**src/rtl/iadc_integrator_chain.sv**
```systemverilog
// -----------------------------------------------------------------------------
// iadc_integrator_chain
//
// Cascade of ORDER unsigned integrators for the incremental ADC back-end.
// A conversion is started by a one-cycle start pulse. Exactly OSR qualified
// samples are then integrated. The last-stage accumulator is presented on
// data_out with a one-cycle out_valid strobe. Every stage is cleared when
// the next conversion starts.
//
// Parameters:
//   WIDTH_IN   unsigned input sample width
//   WIDTH_ACC  width of every accumulator stage and of data_out (>= WIDTH_IN)
//   ORDER      number of cascaded integrator stages (1..4)
//   OSR        samples accepted per conversion (2..65535)
//
// Ports:
//   clk        system clock, rising edge
//   rst_n      synchronous active-low reset
//   start      one-cycle request to begin a conversion (honoured in IDLE only)
//   in_valid   data_in qualifier
//   data_in    unsigned modulator/sample input
//   busy       high while a conversion is in progress (state RUN)
//   out_valid  one-cycle strobe: data_out holds a new result
//   data_out   conversion result (last-stage accumulator); holds between results
//
// Optional feature:
//   IADC_INTEG_SATURATE_EN  when defined, each stage clamps at all-ones instead
//                           of wrapping modulo 2^WIDTH_ACC.
// -----------------------------------------------------------------------------
module iadc_integrator_chain #(
  parameter int WIDTH_IN  = 9,
  parameter int WIDTH_ACC = 24,
  parameter int ORDER     = 2,
  parameter int OSR       = 256
) (
  input  logic                 clk,
  input  logic                 rst_n,
  input  logic                 start,
  input  logic                 in_valid,
  input  logic [WIDTH_IN-1:0]  data_in,
  output logic                 busy,
  output logic                 out_valid,
  output logic [WIDTH_ACC-1:0] data_out
);

  localparam int CNT_W = $clog2(OSR);

  typedef enum logic [1:0] {IDLE, RUN, DONE} state_t;

  state_t               state_q, state_d;
  logic [CNT_W-1:0]     cnt_q;
  logic [WIDTH_ACC-1:0] acc_q [ORDER];
  logic [WIDTH_ACC-1:0] acc_d [ORDER];
  logic                 accept;
  logic                 last_sample;

  assign accept      = (state_q == RUN) && in_valid;
  assign last_sample = accept && (cnt_q == CNT_W'(OSR - 1));
  assign busy        = (state_q == RUN);

  // Direct-form integration: each stage adds the freshly computed value of the
  // stage before it, so a sample ripples through the whole chain in one edge.
  always_comb begin : integrate
    logic [WIDTH_ACC-1:0] feed;
`ifdef IADC_INTEG_SATURATE_EN
    logic [WIDTH_ACC:0]   sum;
`endif
    // NOTE: 'feed' is a combinational temporary chained through the loop, so
    // it must use blocking '='; every output gets a value before any branch,
    // which keeps this block free of inferred latches.
    feed = WIDTH_ACC'(data_in);
    for (int i = 0; i < ORDER; i++) begin
`ifdef IADC_INTEG_SATURATE_EN
      // A stage at all-ones stays there: any non-zero feed overflows again,
      // and a zero feed leaves it unchanged.
      sum      = {1'b0, acc_q[i]} + {1'b0, feed};
      acc_d[i] = sum[WIDTH_ACC] ? {WIDTH_ACC{1'b1}} : sum[WIDTH_ACC-1:0];
`else
      acc_d[i] = acc_q[i] + feed;
`endif
      feed = acc_d[i];
    end
  end

  always_comb begin : next_state
    state_d = state_q;
    case (state_q)
      IDLE:    if (start) state_d = RUN;
      RUN:     if (last_sample) state_d = DONE;
      DONE:    state_d = IDLE;
      default: state_d = IDLE;
    endcase
  end

  always_ff @(posedge clk) begin
    if (!rst_n) begin
      state_q   <= IDLE;
      cnt_q     <= '0;
      out_valid <= 1'b0;
      data_out  <= '0;
      // NOTE: the accumulator array is a handful of flops, not a RAM, and a
      // reset mid-conversion must leave it cleared, so it is reset explicitly.
      for (int i = 0; i < ORDER; i++) acc_q[i] <= '0;
    end else begin
      state_q   <= state_d;
      out_valid <= last_sample;
      if (last_sample) data_out <= acc_d[ORDER-1];

      if ((state_q == IDLE) && start) begin
        cnt_q <= '0;
        for (int i = 0; i < ORDER; i++) acc_q[i] <= '0;
      end else if (accept) begin
        cnt_q <= last_sample ? '0 : cnt_q + 1'b1;
        for (int i = 0; i < ORDER; i++) acc_q[i] <= acc_d[i];
      end
    end
  end

endmodule
```
**config.mk**
```make
export PLATFORM = sky130hd
export DESIGN_NAME = iadc_integrator_chain
export DESIGN_NICKNAME = d
export VERILOG_FILES = /design/src/rtl/iadc_integrator_chain.sv
export SDC_FILE = /design/constraint.sdc
export NUM_CORES = 1
export LEC_CHECK = 0
export ABC_AREA = 1
export CAP_MARGIN = 40
export CELL_PAD_IN_SITES_DETAIL_PLACEMENT = 0
export CELL_PAD_IN_SITES_GLOBAL_PLACEMENT = 1
export CORE_MARGIN = 8
export CORE_UTILIZATION = 48
export DETAILED_ROUTE_END_ITERATION = 10
export DONT_BUFFER_PORTS = 1
export PLACE_DENSITY = 0.87
export RECOVER_POWER = 50
export SLEW_MARGIN = 40
export SYNTH_ARGS = -nofsm -noshare
export SYNTH_HDL_FRONTEND = slang
export SYNTH_SLANG_ARGS = --single-unit
```
**constraint.sdc**
```tcl
create_clock -name clk -period 4.2 [get_ports clk]
set_input_delay 0.84 -clock clk [delete_from_list [all_inputs] [get_ports clk]]
set_output_delay 0.84 -clock clk [all_outputs]
set_load 0.01 [all_outputs]
```
==> flow_summary.json <==
{
  "status": "complete, no violations",
  "p_per_area_nw_per_um2": 358,
  "die_x_um": 121,
  "drtPass1Iterations": 6,
  "synthTopCellsByArea": "edfxtp_1 (27%), dfxtp_1 (13%), nand2_1 (10%), ha_1 (8.1%), inv_1 (6.8%)",
  "seq_area_um2": 2140,
  "fmax_mhz": 266,
  "cts_buffers": 9,
  "min_period_ns": 3.76,
  "die-area_um2": 14600,
  "cts_sinks": 83,
  "layout-drive-gt1-share": 0.0441,
  "die_y_um": 121,
  "multi_input_area_um2": 2680,
  "synth_commonest_cells": "nand2_1 (147), inv_1 (95), nor2_1 (72)",
  "dr_total_vias": 4347,
  "fin_hold_ws_ns": 0.486,
  "tns_ns": 0,
  "grt_pass1_vias": 4169,
  "cts_root_buf": "clkbuf_8",
  "finalClockSkew_ns": 0.0167,
  "seq_area_frac_synth": 0.406,
  "critical_path_class": "in -> reg",
  "period_share": 0.894,
  "grt_max_degree": 35,
  "cp_max_fo": 5,
  "drtIter0Drc": 288,
  "crit_required_ns": 4.27,
  "synth_top_cell_area_share": 0.273,
  "wl_per_cell_um": 14.9,
  "slew_viol_final": 0,
  "ctsHoldBuffers": 0,
  "syn_inst": 670,
  "core_um2": 10800,
  "ant_nets": 0,
  "yosys_warnings": 0,
  "io_buffers": 0,
  "rows": 38,
  "path_clk_slew_ns": 0.08,
  "nets": 725,
  "post-synth-top-count-cell": "nand2_1",
  "syn_area_per_cell_um2": 7.87,
  "h-tree-depth": 3,
  "cap_viol_max_count": 0,
  "n_antenna_cell": 0,
  "synthArstFlopShare": 0,
  "ys_types": 44,
  "grt_pass1_wl_mm": 20.4,
  "cts_resized": 0,
  "min_path_type": "reg -> reg",
  "vias_per_cell": 5.29,
  "worst_slew_pin_slew_ns": 1.43,
  "ys_seq_elements": 83,
  "drcViolationCount": 0,
  "hold_viol_final": 0,
  "area_growth_pct": 5.95,
  "leakage_nw": 2.63,
  "cts_setup_buffers": 0,
  "peakVddDrop_v": 0.000197,
  "top_level_ports": 39,
  "fill_cells": 1056,
  "grt-ovfl-total": 0,
  "synth_area_leader_cell": "edfxtp_1",
  "antenna_found_initial": 0,
  "synth_edf_count": 48,
  "crit_path_end_kind": "flop",
  "syn_area_um2": 5270,
  "cts_buffer_depth": 2,
  "grt_usage": 0.175,
  "rsz0062_at_grt": "no",
  "cp.arrival_ns": 3.83,
  "slew_headroom": 0.0456,
  "dp_hpwl_mm": 9.47,
  "place_congestion": 0.912,
  "synthesis.nets": 719,
  "start_kind": "primary input",
  "start_util": 0.489,
  "clk_latency_ns": 0.37,
  "cts_tree": "yes",
  "routed_wl_mm": 12.3,
  "setup_viol": 0,
  "yosys_most_used_dff": "edfxtp_1"
}
## cell families (layout without fill, tap and decap cells)
kind of cell / after synthesis / count (layout) / share of synthesized area
AO/OA/AOI/OAI: 118 / 118 / 0.130
adder cells (fa/ha/maj): 36 / 36 / 0.0883
XOR/XNOR: 29 / 29 / 0.0482
flip-flops: 83 / 83 / 0.406
AND/OR/NAND/NOR: 296 / 296 / 0.247
buffers and inverters: 108 / 119 / 0.0800
## final timing paths
check / start / end / slack (ns) / cells after the start
worst max register to register: acc_q[0][0] / acc_q[0][47] / 0.52 / 21
worst min register to register: cnt_q[1] / cnt_q[1] / 0.49 / 2
worst max-delay path: data_in[0] / acc_q[0][47] / 0.44 / 21
worst min-delay path: cnt_q[1] / cnt_q[1] / 0.49 / 2
## critical path, cell delays in order
cell      delay (ns)
ha_1            0.20
fa_1            0.41
nand3_1         0.09
nand2_1         0.08
nand2_1         0.09
nand2_1         0.05
o21ai_0         0.20
inv_1           0.11
nand2_1         0.08
nand2_1         0.11
xor2_1          0.19
ha_1            0.38
nand2_1         0.14
nor2_1          0.19
inv_1           0.08
a21oi_1         0.17
o21bai_1        0.09
nand3_1         0.11
inv_1           0.05
nand3_1         0.10
a21oi_1         0.08
## final cells by class
| cell class | count | share of cell area |
|---|---|---|
| multi-input combinational | 479 | 0.479 |
| timing repair buffer | 6 | 0.00672 |
| sequential | 83 | 0.383 |
| clock buffer | 9 | 0.0222 |
| inverter | 97 | 0.0654 |
| tap | 140 | 0.0313 |
| clock inverter | 7 | 0.0121 |
## per-stage QoR
stage / cell area [µm²] / utilization / cells / total power, mW / setup WS, ns
finish: 5590 / 0.518 / 821 / 2.00 / 0.443
global route: 5590 / 0.518 / 821 / 2.12 / 0.106
CTS: 5640 / 0.522 / 821 / 2.01 / 0.494
detailed placement: 5440 / 0.504 / 805 / 1.44 / 0.123
global placement: 5440 / 0.504 / 805 / 1.44 / 0.153
floorplan: 5270 / - / 670 / 1.32 / 0.493
## layout by cell type, fill, tap and decap left out, drive strengths merged, types with 9 or more instances in the layout
cell type,Yosys,routed
nand2,149,149
inv,97,97
nor2,74,74
a21oi,50,50
edfxtp,48,48
nand3,37,37
dfxtp,35,35
ha,34,34
o21ai,32,32
xor2,16,16
xnor2,13,13
o21a,12,12
nor3,12,12
clkbuf,7,11
nand4,9,9
## metal layers
layer	share of wire	global-route usage	up-vias
met3	0.047	0.0434	17
met4	0.019	0.0585	0
met1	0.49	0.240	2030
met5	0	0	-
met2	0.45	0.265	71
li1	-	-	2229
## state kept, by name (all words and copies together), names as in the netlist
register / count
acc_q: 48
out_valid: 1
state_q: 2
cnt_q: 8
data_out: 24
## where the power goes
part | total, mW | switching [mW] | internal [mW]
Sequential | 0.928 | 0.0224 | 0.905
Combinational | 0.504 | 0.335 | 0.169
Clock | 0.570 | 0.298 | 0.273
Total | 2.00 | 0.656 | 1.35
Note: power is estimated with default switching activity, not from simulation.
